`config.mk`:
```
export PLATFORM = sky130hd
export DESIGN_NAME = blitz_hook_ctrl
export DESIGN_NICKNAME = d
export VERILOG_FILES = /design/src/rtl/blitz_pkg.sv /design/src/rtl/hook_cooldown_timer.sv /design/src/rtl/blitz_hook_ctrl.sv
export SDC_FILE = /design/constraint.sdc
export NUM_CORES = 1
export LEC_CHECK = 0
export ABC_CLOCK_PERIOD_IN_PS = 6500
export CORE_MARGIN = 2
export CORE_UTILIZATION = 50
export DETAILED_ROUTE_END_ITERATION = 10
export PLACE_DENSITY_LB_ADDON = 0.15
export SLEW_MARGIN = 10
export SYNTH_ARGS = -nofsm -noshare
export SYNTH_HDL_FRONTEND = slang
export SYNTH_SLANG_ARGS = --single-unit
```
`constraint.sdc`:
```
create_clock -name clk -period 6.5 [get_ports clk]
set_input_delay 1.3 -clock clk [delete_from_list [all_inputs] [get_ports clk]]
set_output_delay 1.3 -clock clk [all_outputs]
set_load 0.03 [all_outputs]
```
`src/rtl/blitz_pkg.sv`:
```
// Shared types and default geometry for the blitz player/hook controller.
package blitz_pkg;

  typedef enum logic [2:0] {
    ST_IDLE      = 3'd0,
    ST_MOVE_UP   = 3'd1,
    ST_MOVE_DOWN = 3'd2,
    ST_EXTEND    = 3'd3,
    ST_RETRACT   = 3'd4,
    ST_COOLDOWN  = 3'd5
  } blitz_hook_state_t;

  // Screen bounds and hook geometry of the stock playfield.
  localparam int unsigned SCREEN_Y_MIN        = 48;
  localparam int unsigned SCREEN_Y_MAX        = 138;
  localparam int unsigned PLAYER_Y_RESET      = 119;
  localparam int unsigned PLAYER_MOVE_STEP    = 2;
  localparam int unsigned HOOK_HOME_X         = 42;
  localparam int unsigned HOOK_MAX_X          = 94;
  localparam int unsigned HOOK_EXT_STEP       = 2;
  localparam int unsigned HOOK_RET_STEP       = 4;
  localparam int unsigned HOOK_Y_OFFSET       = 22;
  localparam int unsigned HOOK_COOLDOWN_DEF   = 30;

endpackage

```
`src/rtl/hook_cooldown_timer.sv`:
```
// Post-hook lockout counter: load, decrement once per frame, flag zero.
module hook_cooldown_timer #(
  parameter int unsigned FRAMES = 30,
  parameter int unsigned CW     = (FRAMES > 0) ? $clog2(FRAMES + 1) : 1
) (
  input  logic clk,
  input  logic reset,
  input  logic load,
  input  logic frame,
  output logic zero
);

  logic [CW-1:0] count;

  always_ff @(posedge clk or posedge reset) begin
    if (reset) begin
      count <= '0;
    end else if (load) begin
      count <= CW'(FRAMES);
    end else if (frame && (count != '0)) begin
      count <= count - 1'b1;
    end
  end

  assign zero = (count == '0);

endmodule

```
`src/rtl/blitz_hook_ctrl.sv`:
```
// Player y / hook extend-retract controller. Optional post-hook lockout
// is built when BLITZ_HOOK_COOLDOWN_EN is defined.
module blitz_hook_ctrl
  import blitz_pkg::*;
#(
  parameter int unsigned X_W             = 9,
  parameter int unsigned Y_W             = 8,
  parameter int unsigned Y_RESET         = PLAYER_Y_RESET,
  parameter int unsigned Y_MIN           = SCREEN_Y_MIN,
  parameter int unsigned Y_MAX           = SCREEN_Y_MAX,
  parameter int unsigned MOVE_STEP       = PLAYER_MOVE_STEP,
  parameter int unsigned HOOK_X_HOME     = HOOK_HOME_X,
  parameter int unsigned HOOK_X_MAX      = HOOK_MAX_X,
  parameter int unsigned EXT_STEP        = HOOK_EXT_STEP,
  parameter int unsigned RET_STEP        = HOOK_RET_STEP,
  parameter int unsigned HOOK_Y_OFS      = HOOK_Y_OFFSET,
  parameter int unsigned COOLDOWN_FRAMES = HOOK_COOLDOWN_DEF
) (
  input  logic              clk,
  input  logic              reset,
  input  logic              frame,
  input  logic              go_up,
  input  logic              go_down,
  input  logic              grab,
  input  logic              grab_success,
  output logic [Y_W-1:0]    y,
  output logic [X_W-1:0]    hook_x,
  output logic [Y_W-1:0]    hook_y,
  output logic              hook_active,
  output logic              hook_caught,
  output logic              grab_done,
  output logic              busy,
  output blitz_hook_state_t dbg_state
);

  localparam logic [Y_W-1:0] Y_RST_V  = Y_W'(Y_RESET);
  localparam logic [Y_W-1:0] Y_MIN_V  = Y_W'(Y_MIN);
  localparam logic [Y_W-1:0] Y_MAX_V  = Y_W'(Y_MAX);
  localparam logic [Y_W-1:0] MOVE_V   = Y_W'(MOVE_STEP);
  localparam logic [Y_W-1:0] HY_OFS_V = Y_W'(HOOK_Y_OFS);
  localparam logic [X_W-1:0] HOME_V   = X_W'(HOOK_X_HOME);
  localparam logic [X_W-1:0] XMAX_V   = X_W'(HOOK_X_MAX);
  localparam logic [X_W-1:0] EXT_V    = X_W'(EXT_STEP);
  localparam logic [X_W-1:0] RET_V    = X_W'(RET_STEP);

  blitz_hook_state_t state, state_n;
  logic [Y_W-1:0]    y_n, hook_y_n;
  logic [X_W-1:0]    hook_x_n;
  logic              caught_n, done_n;
  logic [Y_W-1:0]    y_up_sat, y_dn_sat;
  logic [X_W-1:0]    x_ext_sat, x_ret_sat;
  logic              move_up_ok, move_dn_ok;

  // Saturating arithmetic written so no intermediate wraps.
  assign y_up_sat  = ((y <= Y_MIN_V) || ((y - Y_MIN_V) < MOVE_V)) ? Y_MIN_V : (y - MOVE_V);
  assign y_dn_sat  = ((y >= Y_MAX_V) || ((Y_MAX_V - y) < MOVE_V)) ? Y_MAX_V : (y + MOVE_V);
  assign x_ext_sat = ((hook_x >= XMAX_V) || ((XMAX_V - hook_x) < EXT_V)) ? XMAX_V : (hook_x + EXT_V);
  assign x_ret_sat = ((hook_x <= HOME_V) || ((hook_x - HOME_V) < RET_V)) ? HOME_V : (hook_x - RET_V);

  assign move_up_ok = go_up && !go_down && (y > Y_MIN_V);
  assign move_dn_ok = go_down && !go_up && (y < Y_MAX_V);

`ifdef BLITZ_HOOK_COOLDOWN_EN
  logic move_ret_cd, move_ret_cd_n;
  logic cd_load, cd_zero;

  hook_cooldown_timer #(
    .FRAMES (COOLDOWN_FRAMES)
  ) u_cooldown (
    .clk   (clk),
    .reset (reset),
    .load  (cd_load),
    .frame (frame),
    .zero  (cd_zero)
  );
`endif

  always_comb begin
    state_n  = state;
    y_n      = y;
    hook_x_n = hook_x;
    hook_y_n = hook_y;
    caught_n = hook_caught;
    done_n   = 1'b0;
`ifdef BLITZ_HOOK_COOLDOWN_EN
    move_ret_cd_n = move_ret_cd;
    cd_load       = 1'b0;
`endif
    case (state)
      ST_IDLE: begin
        hook_x_n = HOME_V;
        hook_y_n = '0;
`ifdef BLITZ_HOOK_COOLDOWN_EN
        move_ret_cd_n = 1'b0;
`endif
        if (grab) begin
          state_n  = ST_EXTEND;
          caught_n = 1'b0;
        end else if (move_up_ok) begin
          state_n = ST_MOVE_UP;
        end else if (move_dn_ok) begin
          state_n = ST_MOVE_DOWN;
        end
      end
      ST_MOVE_UP, ST_MOVE_DOWN: begin
        if (frame) begin
          y_n = (state == ST_MOVE_UP) ? y_up_sat : y_dn_sat;
`ifdef BLITZ_HOOK_COOLDOWN_EN
          state_n = move_ret_cd ? ST_COOLDOWN : ST_IDLE;
`else
          state_n = ST_IDLE;
`endif
        end
      end
      ST_EXTEND: begin
        if (frame) begin
          hook_x_n = x_ext_sat;
          hook_y_n = y + HY_OFS_V;
        end
        if (grab_success) begin
          caught_n = 1'b1;
        end
        // Exit test uses the current tip, every cycle, not only on frame.
        if (grab_success || (hook_x >= XMAX_V)) begin
          state_n = ST_RETRACT;
        end
      end
      ST_RETRACT: begin
        if (grab_success) begin
          caught_n = 1'b1;
        end
        if (hook_x <= HOME_V) begin
          hook_x_n = HOME_V;
          hook_y_n = '0;
          done_n   = 1'b1;
`ifdef BLITZ_HOOK_COOLDOWN_EN
          state_n  = ST_COOLDOWN;
          cd_load  = 1'b1;
`else
          state_n  = ST_IDLE;
`endif
        end else if (frame) begin
          hook_x_n = x_ret_sat;
        end
      end
`ifdef BLITZ_HOOK_COOLDOWN_EN
      ST_COOLDOWN: begin
        hook_x_n = HOME_V;
        hook_y_n = '0;
        // grab is deliberately not looked at while locked out.
        if (cd_zero) begin
          state_n = ST_IDLE;
        end else if (move_up_ok) begin
          state_n       = ST_MOVE_UP;
          move_ret_cd_n = 1'b1;
        end else if (move_dn_ok) begin
          state_n       = ST_MOVE_DOWN;
          move_ret_cd_n = 1'b1;
        end
      end
`endif
      default: begin
        state_n  = ST_IDLE;
        hook_x_n = HOME_V;
        hook_y_n = '0;
      end
    endcase
  end

  always_ff @(posedge clk or posedge reset) begin
    if (reset) begin
      state       <= ST_IDLE;
      y           <= Y_RST_V;
      hook_x      <= HOME_V;
      hook_y      <= '0;
      hook_active <= 1'b0;
      hook_caught <= 1'b0;
      grab_done   <= 1'b0;
      busy        <= 1'b0;
`ifdef BLITZ_HOOK_COOLDOWN_EN
      move_ret_cd <= 1'b0;
`endif
    end else begin
      state       <= state_n;
      y           <= y_n;
      hook_x      <= hook_x_n;
      hook_y      <= hook_y_n;
      hook_active <= (state_n == ST_EXTEND) || (state_n == ST_RETRACT);
      hook_caught <= caught_n;
      grab_done   <= done_n;
      busy        <= (state_n != ST_IDLE);
`ifdef BLITZ_HOOK_COOLDOWN_EN
      move_ret_cd <= move_ret_cd_n;
`endif
    end
  end

  assign dbg_state = state;

endmodule
```
==> results.md, run 1 <==
Outcome:
- The flow ran to the end, and the final reports show no timing, DRC or antenna violations.

Die:
- In this run the core area contains 25 standard-cell rows.
- The die is around 73 µm tall.
- The core region is about 4700 µm².
- The die covers 5367 µm².
- During I/O placement, the number of pins put on the boundary was 39.
- Once the floorplan was initialized, standard cells occupied ~51% of the core.
- In this run the horizontal extent of the chip is 73.26 µm.

Layout:
- Cells with a size suffix above 1 make up between 10% and 20% of the layout.
- After filler insertion, the fill cell instance count of the layout stands at around 420.
- The area growth from synthesis to layout is 18.94%.
- For this run, the post-layout net count is 330.
- The antenna diode count is 0.

Placed design:
- The count of buffers added on input and output ports is 37.
- Once detailed placement completed, the half-perimeter wirelength came to a little over 4000 µm.
- The placer's final routability congestion estimate is about 0.85.
- The worst setup slack after placement is ~3.5 ns.

Drt:
- The detail route stage leaves a number of antenna-violating nets equal to 0.
- In the routed design, unresolved DRC markers number 0.
- The final layout contains routed wiring with a total length of between 5000 and 6000 µm.
- The first-pass iteration count of the detailed router is 5.
- The detailed router finished its first iteration with 212 violations.
- The total via count in the routed design is 2239.
- The number of vias per cell after detailed routing is roughly 6.2.
- Dividing the detail-routed wire length by the instance count gives around 16 µm.

Worst setup path:
- The critical path goes through clkdlybuf4s50_1.
- The critical path class is flip-flop to primary output.
- The highest net fanout along the worst path is 12.
- The arrival time at the worst endpoint is between 1.5 and 2 ns.
- The worst setup path is launched from a flip-flop.
- In this run the critical register-to-register path is captured at hook_x[5].
- The largest single stage delay on the critical path is 0.73 ns.
- In this design, the largest share of critical-path delay is due to buffers and inverters.
- For the worst setup path, the data required time is 5.20 ns.
- The setup slack on the worst flop-to-flop path is roughly 4.1 ns.
- The number of buffers and inverters on the critical path is 1.
- The number of cells on the worst reg-to-reg path is 8.
- The worst register-to-register path begins at hook_x[1].
- Among all stages on the critical path, the largest delay is contributed by sky130_fd_sc_hd__clkdlybuf4s50_1.
- The worst setup path is captured at a primary output.

Global route:
- The largest net degree at the start of global routing is 32.
- The number of antenna violations at the first check in global routing is 0.
- The first global-routing pass estimated approximately 9600 µm of wire.
- After global routing the overflow that remains totals 0.
- The number of global-route vias before repair is between 2000 and 2500.
- Global routing consumed, over all layers together, between 20% and 30% of the routing resources.

Logic synthesis:
- The netlist uses a little over 60 different library cells.
- The cell accounting for the most synthesized area is sky130_fd_sc_hd__dfrtp_1.
- By count the netlist is led by sky130_fd_sc_hd__nand2_1 (29), sky130_fd_sc_hd__dfrtp_1 (22), sky130_fd_sc_hd__inv_1 (17).
- The number of warnings reported in the yosys synthesis log is 0.
- The post-synth net total is 301.
- The share of the Yosys chip area taken by registers is about a third.
- The summed instance area of the synthesized netlist is around 2400 µm².
- The post-synthesis cell count is 280.
- The most repeated cell in the gate-level netlist after synthesis is sky130_fd_sc_hd__nand2_1.
- The flip-flop cell with the highest count after synthesis is sky130_fd_sc_hd__dfrtp_1.
- The number of synthesized flops with an enable pin is 0.
- The synthesized flop and latch total is 31.
- In this run the biggest area consumer among cell types represents between 20% and 30% of the synthesized area.
- In the synthesized netlist the async set-or-reset flop fraction comes to 100.0%.
- Sorting the synthesized cells by area gives the leading types as sky130_fd_sc_hd__dfrtp_1 (23%), sky130_fd_sc_hd__dfstp_2 (9.9%), sky130_fd_sc_hd__ha_1 (7.3%).
- The synthesized area divided by synthesized cell count is ~8.6 µm².

Clocking:
- The number of setup buffers added after CTS is 0.
- No sink is reached through more buffers than the 2 on the longest clock path.
- Post-CTS repair changed the size of 0 cells.
- The TritonCTS clock tree is yes.
- The tree is rooted in a sky130_fd_sc_hd__clkbuf_8.
- The number of buffers inserted for hold repair after clock tree synthesis is 0.
- CTS saw 31 sinks.
- The count of H-tree levels built during CTS is 2.
- Clock tree synthesis inserted a total of 5 buffers.
- The clock latency at the later pin of the worst-skew pair is ~0.28 ns.
- Clock-pin slew was measured on the worst setup and hold paths at 0.07 ns.

Pwr:
- The total power after layout is around 1.5 mW.
- The maximum vdd ir drop is 0.2805 mV.
- In this run the power density over the cells is about 510 nW/µm².
- Summed over all cells, the static leakage comes to approximately 1.2 nW.

STA:
- Setup repair after global routing left no endpoint under its margin.
- The clock arrives with ~0.0032 ns of skew.
- For the pin with the worst max-slew slack, the measured transition is ~0.52 ns.
- Summed over all failing endpoints, the final setup total negative slack is 0 ns.
- The number of pins exceeding their max-slew limit in the final report is 0.
- The number of hold violations in the final report is 0.
- The highest attainable clock frequency is roughly 0.33 GHz.
- Setup violations remaining at the end of the flow were counted as 0.
- Measured against its own limit, the worst slew margin works out to ~65%.
- The final cycle utilization of the critical path is a little under half.
- The final worst-path setup slack is 3.471 ns.
- Counting I/O delays and the setup requirement, the final critical path takes between 3 and 4 ns.

Hold path:
- The startpoint identified for the worst hold timing path is hook_y[5].
- The number of instances on the worst hold path is 2.
- In this run the worst hold path is classified as flip-flop to flip-flop.
- For hold timing, the worst endpoint is hook_y[5].

Run:
- Across the run, the number of max-cap violations was 0.
-- metal layers --
metal  routed length, µm  vias up  track usage [%]
met4                  95        0            6.790
li1                    -     1090                -
met2                2736       78            38.84
met5                   0        -                0
met3                 281       10            3.704
met1                2588     1061            30.28
-- worst max-delay path by stage --
stage / from / depth (start not counted) / end
global placement: frame / 6 / hook_x[6]
floorplan: grab / 4 / busy
CTS: y[1] / 1 / y[1]
global route: y[3] / 1 / y[3]
finish: y[1] / 1 / y[1]
detailed placement: frame / 6 / hook_x[4]
-- kinds of logic after synthesis --
logic type	count (synthesis)	share of synthesized area (%)
flops	31	32.81
other cells	1	0.1563
fa+ha+maj	14	7.303
mux	3	1.304
xor+xnor	8	2.921
simple gates	100	22.27
compound gates	90	26.60
buf+inv	33	6.625
-- placed cells by master (no fill, tap or decap), types with 5 or more instances in the layout --
cell type                         netlist  routed
sky130_fd_sc_hd__a21o_1                 6       6
sky130_fd_sc_hd__a21oi_1               13      13
sky130_fd_sc_hd__a31oi_1               11      11
sky130_fd_sc_hd__clkbuf_8               0       7
sky130_fd_sc_hd__clkdlybuf4s50_1        0      37
sky130_fd_sc_hd__dfrtp_1               22      22
sky130_fd_sc_hd__dfstp_2                9       9
sky130_fd_sc_hd__ha_1                  14      14
sky130_fd_sc_hd__inv_1                 17      17
sky130_fd_sc_hd__nand2_1               29      29
sky130_fd_sc_hd__nand3_1               10      10
sky130_fd_sc_hd__nand4_1                5       5
sky130_fd_sc_hd__nor2_1                16      16
sky130_fd_sc_hd__nor2b_1                5       5
sky130_fd_sc_hd__nor3_1                 8       8
sky130_fd_sc_hd__o211ai_1               6       6
sky130_fd_sc_hd__o21ai_0               14      14
sky130_fd_sc_hd__o21ai_1                5       5
sky130_fd_sc_hd__o31ai_1                8       8
sky130_fd_sc_hd__xor2_1                 6       6
-- per-stage QoR --
stage | hold WS (ns) | instance area [µm²] | util (%) | instances
global route | 0.4958 | 2853 | 61.21 | 364
detailed placement | 0.4732 | 2749 | 58.98 | 356
finish | 0.4786 | 2853 | 61.21 | 364
global placement | 0.4653 | 2749 | 58.98 | 356
floorplan | 0.5712 | 2399 | - | 280
CTS | 0.4898 | 2853 | 61.21 | 364
-- final cells by class --
| class | instances | area (µm²) | share of cell area, % |
|---|---|---|---|
| Timing Repair Buffer | 38 | 377.9 | 13.25 |
| Inverter | 17 | 63.81 | 2.237 |
| Clock buffer | 7 | 96.34 | 3.377 |
| Sequential cell | 31 | 787.0 | 27.59 |
| Tap cell | 54 | 67.56 | 2.368 |
| Clock inverter | 1 | 7.507 | 0.2632 |
| Multi-Input combinational cell | 216 | 1453 | 50.92 |
-- flip-flops by register name (all words and copies together) (netlist names) --
signal and flops:
hook_caught 1, hook_y 8, hook_active 1, busy 1, grab_done 1, hook_x 8
dbg_state 3, y 8
-- where the power goes --
group | switching (mW) | total, mW | internal, mW
Combinational | 0.514 | 0.867 | 0.353
Sequential | 0.151 | 0.431 | 0.279
Clock | 0.0716 | 0.168 | 0.0962
Total | 0.737 | 1.47 | 0.729
(Power assumes the default switching activity.)
==> inputs of run 2 (changes only) <==
- ABC_CLOCK_PERIOD_IN_PS: 6500 -> 2800
- clock period: 6.5 -> 2.8 ns (I/O delays scaled with it)
==> run 2 against run 1 <==
Power increased by 130%. Sequential cell count stayed put. Wire length rose by 1.8%. Via count is 1.9% lower. Critical path depth grew 7. Critical endpoint is now hook_x[5]. Worst hold slack worse by 0.0015 ns. Sequential power rose by 130%.
==> results.md, run 2 (same netlist as run 1, synthesis figures left out) <==
Outcome:
- The flow ran to the end, and the final reports show no timing, DRC or antenna violations.

Pwr:
- The leakage power summed over all cells is 1.199 nW (+0.62%).
- The power share of the sequential group is 29.2% (-0.2 points).
- The clock share of power is 11.0% (-0.4 points).
- The maximum vdd ir drop is 0.5774 mV (+110%).
- The power share of the combinational group is 59.8% (+0.6 points).
- The cell-internal power is 1.667 mW (+130%).
- The switching power was 1.723 mW (+130%).
- The ratio of total power to cell area came to 1188 nW/µm² (+130%).
- The net switching share of the total power is 50.83% (+0.56 points).

Worst setup path:
- The setup slack on the worst flop-to-flop path is 0.45 ns (-3.64 ns).
- STA classifies the critical path startpoint as a flip-flop.
- The cell depth of the worst flop-to-flop path is 8 (unchanged).
- The worst setup path is captured at a flip-flop.
- The startpoint identified for the worst register-to-register timing path is hook_x[1].
- The worst setup path is of the flip-flop to flip-flop kind.
- The critical path required time is 3.01 ns (-2.19 ns).
- The arrival time at the worst endpoint came to 2.57 ns (+0.84 ns).
- The highest net fanout along the worst path is 15 (+3).
- The worst register-to-register path ends at hook_x[5].
- The launching instance or port of the critical path is hook_x[1].
- Following the worst setup path forward leads to its endpoint at hook_x[5].

Placed design:
- The sum of net half-perimeters after detailed placement came to 4132 µm (+0.40%).
- The worst setup slack after placement was 0.4611 ns (-3.012 ns).
- The placer's final routability congestion estimate came to 0.9071 (+6.2%).
- The count of input and output buffers came to 37 (unchanged).

Global route:
- The remaining global-route overflow is 0 (unchanged).
- The number of global-route vias before repair is 1998 (-1.7%).
- The largest net degree at the start of global routing is 32 (unchanged).
- The number of antenna violations at the first check in global routing is 0 (unchanged).
- The total routing resource utilization after global routing is 23.30% (+0.29 points).
- The global-route wire length before repair came to 9604 µm (-0.29%).

STA:
- The total setup violations reported at the end of the flow is 0 (unchanged).
- Derived from the worst setup path, the maximum achievable clock frequency is between 0.4 and 0.5 GHz.
- The number of pins exceeding their max-slew limit in the final report is 0 (unchanged).
- The transition time at the pin with the least slew margin is 0.5611 ns (+0.04022 ns).
- The minimum period implied by the final worst setup slack is roughly 2.4 ns.
- The final worst-path setup slack came to 0.4459 ns (-3.025 ns).
- The number of hold violations in the final report was 0 (unchanged).
- The worst clock skew is 0.004083 ns (+0.0008652 ns).
- The final setup TNS came to 0 ns (unchanged).
- The max-slew headroom at the worst pin is 62.30% (-3.0 points).
- The final cycle utilization of the critical path is between 80% and 90%.
- Setup repair after global routing left no endpoint under its margin.

Die:
- The starting utilization of the core area is 51.46% (unchanged).
- The area of the placeable core is 4661 µm² (unchanged).
- The overall die height is 73.26 µm (unchanged).
- The number of standard-cell rows in the floorplan is 25 (unchanged).
- The floorplan die area is 5367 µm² (unchanged).
- The count of pins on the block boundary was 39 (unchanged).
- The chip width is 73.26 µm (unchanged).

Clocking:
- The count of H-tree levels built during CTS was 2 (unchanged).
- The maximum clock path buffer count is 2 (unchanged).
- In this run the clock root is driven by a sky130_fd_sc_hd__clkbuf_8.
- The number of buffers inserted for hold repair after clock tree synthesis is 0 (unchanged).
- The number of gates resized after cts is 0 (unchanged).
- The clock-pin slew on the worst setup and hold paths was 0.07 ns (about the same).
- TritonCTS built the clock tree.
- The number of CTS-inserted buffers is 5 (unchanged).
- The post-CTS setup buffer count is 0 (unchanged).
- The number of clock sinks seen by CTS is 31 (unchanged).
- The clock latency at the later pin of the worst-skew pair is 0.28 ns (about the same).

Drt:
- The first-pass iteration count of the detailed router was 4 (-1).
- The overall routed net length was 5803 µm (+1.8%).
- The final antenna-violating net count came to 0 (unchanged).
- The number of vias per cell after detailed routing is 6.003 (-2.4%).
- The remaining design rule violation count is 0 (unchanged).
- The detailed-route wire length per cell was 15.86 µm (+1.2%).
- The total via count in the routed design is 2197 (-1.9%).
- The number of DRC markers in iteration 0 is 302 (+42%).

Hold path:
- In this run the most critical hold path is launched from hook_y[7].
- The tightest min-delay check is of the flip-flop to flip-flop type.

Layout:
- The largest registers in the layout are hook_x (8), hook_y (8), y (8).
- The final net count is 332 (+0.61%).
- The antenna diode count came to 0 (unchanged).
- The fraction of final layout cells with drive strength greater than 1 came to 10.58% (+0.25 points).
- In the layout the commonest cells are sky130_fd_sc_hd__clkdlybuf4s50_1 (37), sky130_fd_sc_hd__nand2_1 (29), sky130_fd_sc_hd__dfrtp_1 (22).
- The most common cell after layout, fill and taps aside is sky130_fd_sc_hd__clkdlybuf4s50_1.
- The final cell utilization of the core came to 61.26% (about the same).
- The area growth from synthesis to layout is 19.04% (about the same).

Run:
- The max-cap violation count is 0 (unchanged).
## run 2: worst min path at each step
| stage | cells after the start | endpoint | slack, ns |
|---|---|---|---|
| 6_report | 2 | hook_y[7] | 0.48 |
| 3_3_place_gp | 2 | hook_y[7] | 0.46 |
| 3_5_place_dp | 2 | hook_y[7] | 0.47 |
| 4_1_cts | 2 | hook_y[7] | 0.48 |
| 2_1_floorplan | 2 | y[0] | 0.57 |
| 5_1_grt | 2 | hook_y[7] | 0.51 |
## run 2: power groups by stage
stage	clock network [mW]	logic, mW	registers, mW
2_1_floorplan	0	1.33	1.11
3_3_place_gp	0	2.00	0.990
3_5_place_dp	0	2.01	0.995
4_1_cts	0.384	2.02	0.989
5_1_grt	0.404	2.22	1.03
6_report	0.372	2.03	0.991
## run 2: worst max-delay path, stage by stage (launching register included)
cell	delay, ns
sky130_fd_sc_hd__dfstp_2	0.63
sky130_fd_sc_hd__inv_1	0.07
sky130_fd_sc_hd__ha_1	0.24
sky130_fd_sc_hd__nor3b_2	0.23
sky130_fd_sc_hd__o21ai_1	0.09
sky130_fd_sc_hd__a21o_1	0.24
sky130_fd_sc_hd__o21a_1	0.36
sky130_fd_sc_hd__a22o_1	0.27
sky130_fd_sc_hd__a21oi_1	0.14
## run 2: area by class of cell
| cell class | count | area (µm²) |
|---|---|---|
| Multi-Input combinational cell | 216 | 1453 |
| Fill cell | 421 | 1805 |
| Inverter | 17 | 63.81 |
| Clock buffer | 7 | 86.33 |
| Sequential cell | 31 | 787.0 |
| Timing Repair Buffer | 40 | 392.9 |
| Tap cell | 54 | 67.56 |
| Clock inverter | 1 | 5.005 |
## run 2: metal layers
layer / global-route usage [%] / share of wire (%) / wire length (µm)
met3: 3.978 / 4.1 / 238
met2: 36.94 / 48 / 2771
met1: 31.54 / 47 / 2717
met5: 0 / 0 / 0
met4: 9.465 / 1.3 / 76
## run 2: through the flow
stage	std cells	area (µm²)	total power, mW	hold WS [ns]
after floorplan	280	2399	2.441	0.5712
after global placement	358	2764	2.994	0.4592
after detailed placement	358	2764	3.008	0.4661
after CTS	366	2855	3.396	0.4830
after global routing	366	2855	3.651	0.5082
final	366	2855	3.391	0.4771
